**src/rtl/game_pkg.sv**
```systemverilog
// Shared types and constants for the reflex-game blocks.
// Provides the round FSM state encoding and the 1 ms divider helper.
package game_pkg;

  typedef enum logic [2:0] {
    IDLE,
    DRAW,
    RELEASE,
    ARMED,
    RESULT,
    GAP,
    DONE
  } state_e;

  localparam int MAX_TARGETS      = 16;
  localparam int DRAW_RETRY_LIMIT = 16;

  // Last count value of a divider that wraps once per millisecond.
  function automatic int ms_terminal_count(input int clk_hz);
    return (clk_hz / 1000) - 1;
  endfunction

endpackage

```
**src/rtl/ms_tick_gen.sv**
```systemverilog
// Millisecond tick generator: one-cycle pulse every CLK_HZ/1000 cycles.
// Asserting clear makes the current cycle count zero, restarting a full interval.
module ms_tick_gen
  import game_pkg::*;
#(
  parameter int CLK_HZ = 50000000
) (
  input  logic clk,
  input  logic reset,
  input  logic clear,
  output logic tick
);

  localparam int TC = ms_terminal_count(CLK_HZ);
  localparam int CW = (TC > 0) ? $clog2(TC + 1) : 1;

  logic [CW-1:0] cnt_q;
  logic [CW-1:0] cnt_cur;

  assign cnt_cur = clear ? '0 : cnt_q;
  assign tick    = (cnt_cur == CW'(TC));

  always_ff @(posedge clk or posedge reset) begin
    if (reset) begin
      cnt_q <= '0;
    end else begin
      cnt_q <= tick ? '0 : cnt_cur + CW'(1);
    end
  end

endmodule

```
**src/rtl/target_round_ctrl.sv**
```systemverilog
// Reflex-game round controller: draws non-repeating targets from the LFSR stream,
// lights the target LED, times the button response and keeps the score.
module target_round_ctrl
  import game_pkg::*;
#(
  parameter int NUM_TARGETS = 10,
  parameter int CLK_HZ      = 50000000,
  parameter int TIMEOUT_MS  = 1000,
  parameter int GAP_MS      = 250,
  parameter int ROUNDS      = 10
) (
  input  logic                   clk,
  input  logic                   reset,
  input  logic                   start,
  input  logic [3:0]             rnd_in,
  input  logic [NUM_TARGETS-1:0] btn,
  output logic [NUM_TARGETS-1:0] target_led,
  output logic                   busy,
  output logic [3:0]             round_idx,
  output logic [7:0]             score,
  output logic [15:0]            last_rt_ms,
  output logic                   hit,
  output logic                   miss,
  output logic                   done
);

  localparam logic [3:0]  LAST_ROUND = 4'(ROUNDS - 1);
  localparam logic [3:0]  LAST_TGT   = 4'(NUM_TARGETS - 1);
  localparam logic [4:0]  NUM_TGT5   = 5'(NUM_TARGETS);
  localparam logic [15:0] TIMEOUT    = 16'(TIMEOUT_MS);
  localparam logic [15:0] GAP_LAST   = 16'(GAP_MS - 1);
  localparam logic [4:0]  RETRY_LAST = 5'(DRAW_RETRY_LIMIT - 1);

  state_e                 state_q;
  logic                   entry_q;
  logic [NUM_TARGETS-1:0] btn_q;
  logic [NUM_TARGETS-1:0] led_q;
  logic [3:0]             target_q;
  logic [3:0]             prev_q;
  logic                   prev_valid_q;
  logic [4:0]             retry_q;
  logic [15:0]            rt_q;
  logic [15:0]            gap_q;
  logic [3:0]             round_q;
  logic [7:0]             score_q;
  logic [15:0]            last_rt_q;
  logic                   busy_q;
  logic                   hit_q;
  logic                   miss_q;
  logic                   done_q;

  logic                   tick;
  logic [NUM_TARGETS-1:0] tgt_mask;
  logic [NUM_TARGETS-1:0] press;
  logic                   press_any;
  logic                   press_hit;
  logic                   rnd_ok;
  logic [3:0]             forced_tgt;
  logic [3:0]             draw_tgt;

  ms_tick_gen #(
    .CLK_HZ(CLK_HZ)
  ) u_tick (
    .clk  (clk),
    .reset(reset),
    .clear(entry_q),
    .tick (tick)
  );

  genvar gi;
  generate
    for (gi = 0; gi < NUM_TARGETS; gi++) begin : g_mask
      assign tgt_mask[gi] = (target_q == 4'(gi));
    end
  endgenerate

  assign press     = btn & ~btn_q;
  assign press_any = |press;
  // A correct press must be the only button down, not just the only new edge.
  assign press_hit = (press == tgt_mask) && ((btn & ~tgt_mask) == '0);

  assign rnd_ok     = ({1'b0, rnd_in} < NUM_TGT5) && (!prev_valid_q || (rnd_in != prev_q));
  assign forced_tgt = (!prev_valid_q || (prev_q == LAST_TGT)) ? 4'd0 : prev_q + 4'd1;
  assign draw_tgt   = rnd_ok ? rnd_in : forced_tgt;

  always_ff @(posedge clk or posedge reset) begin
    if (reset) begin
      btn_q <= '0;
    end else begin
      btn_q <= btn;
    end
  end

  always_ff @(posedge clk or posedge reset) begin
    if (reset) begin
      state_q      <= IDLE;
      entry_q      <= 1'b1;
      led_q        <= '0;
      target_q     <= '0;
      prev_q       <= '0;
      prev_valid_q <= 1'b0;
      retry_q      <= '0;
      rt_q         <= '0;
      gap_q        <= '0;
      round_q      <= '0;
      score_q      <= '0;
      last_rt_q    <= '0;
      busy_q       <= 1'b0;
      hit_q        <= 1'b0;
      miss_q       <= 1'b0;
      done_q       <= 1'b0;
    end else begin
      entry_q <= 1'b0;
      hit_q   <= 1'b0;
      miss_q  <= 1'b0;
      done_q  <= 1'b0;
      case (state_q)
        IDLE: begin
          if (start) begin
            score_q      <= '0;
            round_q      <= '0;
            last_rt_q    <= '0;
            prev_valid_q <= 1'b0;
            busy_q       <= 1'b1;
            retry_q      <= '0;
            state_q      <= DRAW;
            entry_q      <= 1'b1;
          end
        end
        DRAW: begin
          if (rnd_ok || (retry_q == RETRY_LAST)) begin
            target_q     <= draw_tgt;
            prev_q       <= draw_tgt;
            prev_valid_q <= 1'b1;
            state_q      <= RELEASE;
            entry_q      <= 1'b1;
          end else begin
            retry_q <= retry_q + 5'd1;
          end
        end
        RELEASE: begin
          if (btn == '0) begin
            led_q   <= tgt_mask;
            rt_q    <= '0;
            state_q <= ARMED;
            entry_q <= 1'b1;
          end
        end
        ARMED: begin
          // Press is checked first so a press on the timeout cycle still counts.
          if (press_any) begin
            hit_q     <= press_hit;
            miss_q    <= !press_hit;
            last_rt_q <= rt_q;
            if (press_hit && (score_q != 8'hFF)) begin
              score_q <= score_q + 8'd1;
            end
            led_q   <= '0;
            state_q <= RESULT;
            entry_q <= 1'b1;
          end else if (rt_q == TIMEOUT) begin
            miss_q    <= 1'b1;
            last_rt_q <= TIMEOUT;
            led_q     <= '0;
            state_q   <= RESULT;
            entry_q   <= 1'b1;
          end else if (tick) begin
            rt_q <= rt_q + 16'd1;
          end
        end
        RESULT: begin
          entry_q <= 1'b1;
          if (round_q == LAST_ROUND) begin
            done_q  <= 1'b1;
            state_q <= DONE;
          end else begin
            round_q <= round_q + 4'd1;
            gap_q   <= '0;
            state_q <= GAP;
          end
        end
        GAP: begin
          if (tick) begin
            if (gap_q == GAP_LAST) begin
              retry_q <= '0;
              state_q <= DRAW;
              entry_q <= 1'b1;
            end else begin
              gap_q <= gap_q + 16'd1;
            end
          end
        end
        DONE: begin
          busy_q  <= 1'b0;
          state_q <= IDLE;
          entry_q <= 1'b1;
        end
        default: begin
          state_q <= IDLE;
          entry_q <= 1'b1;
        end
      endcase
    end
  end

  assign target_led = led_q;
  assign busy       = busy_q;
  assign round_idx  = round_q;
  assign score      = score_q;
  assign last_rt_ms = last_rt_q;
  assign hit        = hit_q;
  assign miss       = miss_q;
  assign done       = done_q;

endmodule

```
**config.mk**
```make
export PLATFORM = sky130hd
export DESIGN_NAME = target_round_ctrl
export DESIGN_NICKNAME = d
export VERILOG_FILES = /design/src/rtl/game_pkg.sv /design/src/rtl/ms_tick_gen.sv /design/src/rtl/target_round_ctrl.sv
export SDC_FILE = /design/constraint.sdc
export NUM_CORES = 1
export LEC_CHECK = 0
export CORE_UTILIZATION = 55
export DETAILED_ROUTE_END_ITERATION = 12
export DONT_BUFFER_PORTS = 1
export MAX_ROUTING_LAYER = met4
export PLACE_DENSITY = 0.7
export SYNTH_ARGS = -nofsm -noshare
export SYNTH_HDL_FRONTEND = slang
export SYNTH_SLANG_ARGS = --single-unit
```
**constraint.sdc**
```tcl
create_clock -name clk -period 5.8 [get_ports clk]
set_clock_uncertainty 0.15 [all_clocks]
set_input_delay 0.87 -clock clk [delete_from_list [all_inputs] [get_ports clk]]
set_output_delay 0.87 -clock clk [all_outputs]
set_load 0.02 [all_outputs]
```
==> summary.md, run 1 <==
The post-route netlist has 6.998% of its cells at a drive strength greater than 1. The first global-routing pass estimated 22500 um of wire. The number of nets handed over by synthesis was 668. The layout overhead on the synthesized area is 10.29%, and the overall track demand over capacity in global routing is 25.97%. The die is 106.0 um tall. The routed design has 12980 um of wire. Using the TritonRoute via totals, the vias-per-cell ratio works out to 6.037.

At the end of routability-driven placement, the weighted congestion stood at 0.8768. Derived from the worst setup path, the maximum achievable clock frequency is 292.4 MHz. In the post-synthesis netlist, the biggest area contributors are sky130_fd_sc_hd__dfrtp_1 48%, sky130_fd_sc_hd__nor2_1 4.1%, sky130_fd_sc_hd__nand3_1 3.8%. The worst reg2reg path startpoint was entry_q.

After global routing the overflow that remains totals 0. The clock period minus worst slack was 3421 ps; the global-route track usage on met2 was 41.13%. The nature of the critical path startpoint was a register. Worst min-delay path class: in2async. The logs give 0 for the number of antenna violations at the first check in global routing and 0 for the final max-slew violation count. Clock latency on the worst-skew pair, taken at its later pin, is 510 ps. The number of setup violations in the final report is 0.

Number of levels in the clock H-tree: 4. In the synthesized netlist the dominant register cell turns out to be sky130_fd_sc_hd__dfrtp_1. The run finished with clean final reports. Once the floorplan was initialized, standard cells occupied 57.09% of the core. The largest fanout on the critical path works out to 13.

The number of buffer and inverter stages on the critical path was 0. After synthesis, the netlist uses 55 different library cells. A synthesized cell averages 9.336 sq um.

The logs give 5947 sq um for the combined area of all synthesized cells and 47.99% for the proportion of synthesized chip area in sequential cells. The run gives 4703 as the total number of vias. TritonCTS built the clock tree. The tools report the number of global-route vias before repair as 4654. The clock sink total came out at 114. The tree is rooted in a sky130_fd_sc_hd__clkbuf_8. Counting cells, the worst reg-to-reg path comes to 8. The number of design-rule violations left by the first detailed-router iteration is 281, and the setup total negative slack is 0 ps.

The worst setup path is captured at a register. Sum of net half-perimeters after detailed placement: 9088 um. The count of flip-flops with a built-in enable after synthesis is 0. The global routing stage identified its most utilized layer as met2. Setup repair after global routing left no endpoint under its margin. Ranked by instance count, the synthesized netlist is headed by 113 x sky130_fd_sc_hd__dfrtp_1, 65 x sky130_fd_sc_hd__nor2_1, 46 x sky130_fd_sc_hd__nand2_1.

After clock tree synthesis, the repair step resized 0 gates. For this run, the share of the core covered by cells in the final layout is 62.97%. Global routing consumed, on the met3 layer, 5.825% of the routing resources.

The core region is 10420 sq um. Summed over all cells, the static leakage comes to 2.834 nW. Summed over its instances, the top area cell type makes up 47.55% of the synthesized netlist area.

In this run, post-CTS hold repair placed 0 buffers. TritonCTS created 17 clock buffers. The post-route antenna net violation count was 0; the global routing usage on met1 was 33.17%. For the total number of placement rows, the log shows 37.

The pin count of the biggest net entering global routing is 60. The post-route clock period utilization is 58.97%. The maximum clock insertion buffer count was 2.

For the worst setup path, the data required time is 6080 ps. The antenna diode count is 0. Broken down by cell family, the worst path's largest delay share belongs to simple AND/OR/NAND/NOR gates. During placement, the flow inserted port buffers numbering 0. Among all cell types in the netlist, the one instantiated most often is sky130_fd_sc_hd__dfrtp_1.

Start-to-end type of the worst setup path: reg2reg. Headroom to the max-slew limit came out at 34.28%. The biggest area contributor in the post-synthesis netlist is sky130_fd_sc_hd__dfrtp_1.

The maximum cell stage delay along the critical path works out to 640 ps. Of all flip-flops after synthesis, the portion carrying an async set or reset was 100.0%. The signal on the critical path passes through nor2b_1 > ha_1 > and4b_1 > nand4_1 > nor2_1 > o2111ai_1 > or3_1 > a21oi_1. In this run the critical register-to-register path is captured at gap_q[5].

Across all register-to-register paths, the minimum setup slack is 2380 ps. The overall die area came out at 11230 sq um. The total power per unit cell area was 371.3 nW/um^2. The net count reported at finish was 661.

The logs give 0 for the number of warnings printed during yosys synthesis and 0 for the count of max-cap constraint violations. Once the clock tree was built, the setup fixing pass inserted 0 buffers. Before antenna repair, the detailed router went through 4 iterations. Flip-flop and latch count after synthesis: 114. The final hold violation count was 0; the residual DRC count was 0. The number of placed I/O pins was 59; the actual transition at the worst max-transition pin was 982.1 ps. The worst-case IR drop observed on VDD is 0.2307 mV. Counting the fill cells in the layout gives 876. The arrival time of data at the critical path endpoint was 3700 ps; the number of instances in the synthesized netlist was 637.

The per-cell routed wire length was 16.66 um. Clock-pin slew was measured on the worst setup and hold paths at 60 ps. The slowest stage of the critical path is the sky130_fd_sc_hd__nor2_1 cell. The chip width was 106.0 um.
[logic make-up (layout without fill, tap and decap cells)]
| family | Yosys count | after routing | share of synthesized area, % |
|---|---|---|---|
| compound gates | 119 | 119 | 12.22 |
| xor+xnor | 41 | 41 | 6.038 |
| fa+ha+maj | 14 | 14 | 2.946 |
| buf+inv | 54 | 60 | 3.535 |
| flops | 114 | 114 | 47.99 |
| mux | 10 | 10 | 1.725 |
| simple gates | 285 | 285 | 25.54 |
[power by group]
group	internal (mW)	switching, mW	total, mW
logic	0.186	0.339	0.526
clock network	0.539	0.383	0.922
registers	0.865	0.122	0.988
total	1.59	0.844	2.44
[sequential cells by signal, indices dropped and copies added, names as in the netlist, 3 cells and up]
signal        count
target_led       10
round_idx         4
btn_q            10
u_tick.cnt_q     16
state_q           3
score             8
prev_q            4
rt_q             16
last_rt_ms       16
retry_q           5
gap_q            16
[per-stage QoR]
step	cell area [sq um]	setup slack (ps)	hold slack (ps)	instances	power, mW
4_1_cts	6559	2387	217.5	779	2.444
3_3_place_gp	6022	2360	346.0	747	1.498
3_5_place_dp	6022	2389	366.0	747	1.516
5_1_grt	6559	2108	212.1	779	2.566
6_report	6559	2379	200.7	779	2.435
2_1_floorplan	5947	1766	328.3	637	1.388
[metal layers]
| layer | share of wire, % | vias up |
|---|---|---|
| met4 | 1.2 | 0 |
| met5 | 0 | - |
| met3 | 5.8 | 16 |
| met1 | 45 | 2283 |
| li1 | - | 2249 |
| met2 | 48 | 155 |
[layout by cell type, fill, tap and decap left out, types with 4 or more instances in the layout]
master	n
sky130_fd_sc_hd__o21ai_1	13
sky130_fd_sc_hd__xnor2_1	25
sky130_fd_sc_hd__o22ai_1	6
sky130_fd_sc_hd__nor3b_1	7
sky130_fd_sc_hd__inv_1	25
sky130_fd_sc_hd__a31oi_1	4
sky130_fd_sc_hd__nand3b_1	4
sky130_fd_sc_hd__dfrtp_1	113
sky130_fd_sc_hd__clkinv_4	7
sky130_fd_sc_hd__nor3_1	17
sky130_fd_sc_hd__clkbuf_16	16
sky130_fd_sc_hd__nor2_1	65
sky130_fd_sc_hd__mux2i_1	8
sky130_fd_sc_hd__nand3_1	45
sky130_fd_sc_hd__ha_1	14
sky130_fd_sc_hd__xor2_1	16
sky130_fd_sc_hd__nor4_1	8
sky130_fd_sc_hd__and2_1	6
sky130_fd_sc_hd__nand2b_1	9
sky130_fd_sc_hd__nand4_1	12
sky130_fd_sc_hd__or3_1	11
sky130_fd_sc_hd__nor2b_1	17
sky130_fd_sc_hd__and3_1	14
sky130_fd_sc_hd__a22o_1	13
sky130_fd_sc_hd__o21ai_0	36
sky130_fd_sc_hd__nand2_1	46
sky130_fd_sc_hd__a21oi_1	29
sky130_fd_sc_hd__nor4b_1	5
[worst max-delay path by stage]
stage	start	to	slack, ps	cells after the start
after floorplan	reset	btn_q[0]	1770	1
after global placement	btn[1]	rt_q[9]	2360	6
after detailed placement	btn[4]	rt_q[9]	2390	7
after CTS	entry_q	gap_q[5]	2390	8
after global routing	entry_q	gap_q[13]	2110	8
final	entry_q	gap_q[5]	2380	8
[area by class of cell]
cell class	count	area, sq um	area share [%]
clock buffer	18	427.9	6.524
clock inverter	14	108.9	1.660
inverter	26	100.1	1.526
multi-input combinational	469	2883	43.95
sequential	114	2854	43.51
tap	136	170.2	2.594
timing repair buffer	2	15.01	0.2289
No activity file was read; power rests on OpenSTA's default activity.
==> run 2, diff against run 1 <==
==> constraint.sdc (replaced) <==
create_clock -name clk -period 3.5 [get_ports clk]
set_clock_uncertainty 0.15 [all_clocks]
set_input_delay 0.525 -clock clk [delete_from_list [all_inputs] [get_ports clk]]
set_output_delay 0.525 -clock clk [all_outputs]
set_load 0.02 [all_outputs]
==> summary.md, run 2 (synthesis results as in run 1) <==
For this design, the CTS-stage hold fixing added 11 buffers. Summed over all layers, the routed wires come to 13170 um. For the pin with the worst max-slew slack, the measured transition is 1004 ps. The tools report the final max-slew violation count as 0. The per-cell routed wire length is 16.59 um.

The run finished with clean final reports. Before CTS, the worst setup slack after placement is 548.4 ps. The worst slew slack as a fraction of its limit is 32.58%, and the number of global-route vias before repair is 4632. Leaving out fill and tap cells, the most frequent cells in the layout are 113 x sky130_fd_sc_hd__dfrtp_1, 65 x sky130_fd_sc_hd__nor2_1, 46 x sky130_fd_sc_hd__nand2_1.

The worst register-to-register path ends at retry_q[3]. The number of levels in the clock H-tree was 4. The run gives 57.09% as the starting density of the core. Setup violations remaining at the end of the flow were counted as 0.

For this design the ratio of total power to cell area is 651.8 nW/um^2. Cells fill 65.78% of the core in the end. The worst path uses 85.64% of the clock period. The clock period minus worst slack was 2997 ps. Setup repair after global routing left no endpoint under its margin. The run gives 3240 ps as the arrival time of data at the critical path endpoint. The critical path in this run is classified as reg2reg. The tools report the floorplan core area as 10420 sq um. Finished layout cell area: 6852 sq um. Counting cells, the worst reg-to-reg path comes to 9.

TritonCTS built the clock tree. The worst hold path terminates at prev_valid_q. The number of buffers inserted to repair setup after CTS was 0; the minimum setup slack among reg-to-reg paths was 500 ps. The vertical die dimension was 106.0 um; the chip width was 106.0 um.

The fraction of final layout cells with drive strength greater than 1 works out to 7.447%. In this run the clock root is driven by a sky130_fd_sc_hd__clkbuf_8. Clock tree synthesis found a total of 114 sinks. The final hold violation count came out at 0.

Clock-pin slew was measured on the worst setup and hold paths at 60 ps. The most common library cell in the layout ignoring fill and taps was sky130_fd_sc_hd__dfrtp_1. During placement, the flow inserted port buffers numbering 0. For the worst setup path, the data required time is 3740 ps. For this run, the total global-route usage over all layers was measured as 26.01%. The tools report the startpoint of the tightest hold check path as start. The number of antenna violations at the first check in global routing is 0. The logs give 0 for the residual DRC count and 2.970 nW for the leakage power summed over all cells. Dividing the detail-routed via count by the number of cells gives 6.083. In this run the count of I/O pins placed on the die edge is 59. Clock tree synthesis inserted a total of 17 buffers.

The total overflow left after global routing is 0. The tightest min-delay check is of the in2reg type. The logs give 0 for the antenna diode count and 4.466 mW for the overall power consumption.

The HPWL after detailed placement is 9133 um. The later pin in the worst-skew pair is clocked with a latency of 520 ps. The fmax came out at 333.6 MHz. The number of design-rule violations left by the first detailed-router iteration came out at 332.

Max-cap violations in this run came to 0. The worst setup path is captured at a register. The floorplan step defined a die boundary enclosing 11230 sq um.

The first global-routing pass estimated 22450 um of wire. The logs give 87 for the pin count of the biggest net entering global routing and 0.8844 for the last weighted congestion value of the routability-driven placer. IR analysis of the VDD net gives a maximum drop of 0.3927 mV. STA classifies the critical path startpoint as a register. In this run the deepest clock path goes through 2 buffers.

The startpoint identified for the worst register-to-register timing path is gap_q[1]. The instance count along the most critical hold path is 3, and the count of instances resized after the clock tree is built is 0. The post-route antenna net violation count was 0; the cell area after placement was 6073 sq um. Setup total negative slack on the finished layout was measured at 0 ps. Of all nets on the critical path, the largest fanout is 5.

The final route contains 4830 vias. Layout filler cell count: 823. In this run the core area contains 37 standard-cell rows. The worst path meets setup with 502.7 ps of slack. Before antenna repair, the detailed router went through 5 iterations. The net count reported at finish came out at 677. Compared with the post-synthesis result, the final layout area differs by 15.21%.
## run 2: layer usage
layer | up-vias | global-route usage [%] | part of all wire (%)
li1 | 2272 | - | -
met1 | 2365 | 34.12 | 45
met2 | 177 | 39.08 | 47
met3 | 16 | 7.235 | 6.5
met4 | 0 | 8.631 | 0.96
met5 | - | - | 0
## run 2: worst max-delay path by stage
stage | startpoint | to | slack (ps)
after floorplan | gap_q[1] | retry_q[2] | 740
after global placement | gap_q[1] | retry_q[2] | 570
after detailed placement | gap_q[1] | retry_q[2] | 550
after CTS | gap_q[1] | retry_q[3] | 530
after global routing | prev_q[0] | score[0] | 420
final | gap_q[1] | retry_q[3] | 500
## run 2: metrics by stage
step,instances,hold slack (ps)
6_report,794,69.00
4_1_cts,794,49.79
3_5_place_dp,752,363.8
2_1_floorplan,637,328.3
5_1_grt,794,60.37
3_3_place_gp,752,337.6
## run 2: worst max-delay path: stages, from the launching register on
cell and delay (ps):
sky130_fd_sc_hd__dfrtp_1 390, sky130_fd_sc_hd__inv_1 110, sky130_fd_sc_hd__ha_1 160, sky130_fd_sc_hd__or4b_4 470, sky130_fd_sc_hd__nor4_4 310, sky130_fd_sc_hd__or4b_1 500, sky130_fd_sc_hd__a311oi_2 410, sky130_fd_sc_hd__nand4_1 160
sky130_fd_sc_hd__xor2_1 150, sky130_fd_sc_hd__nor2_1 60
## run 2: cell type report
cell class	count	area [sq um]	area share, %
Clock buffer	23	496.7	7.250
Clock inverter	8	171.4	2.502
Inverter	26	101.3	1.479
Multi-Input combinational cell	469	2883	42.07
Sequential cell	114	2854	41.65
Tap cell	136	170.2	2.484
Timing Repair Buffer	18	175.2	2.557
## run 2: report_power, final
group | internal (mW) | switching, mW | total, mW
clock | 1.34 | 0.591 | 1.93
combinational | 0.339 | 0.561 | 0.900
sequential | 1.43 | 0.202 | 1.64
total | 3.11 | 1.35 | 4.47
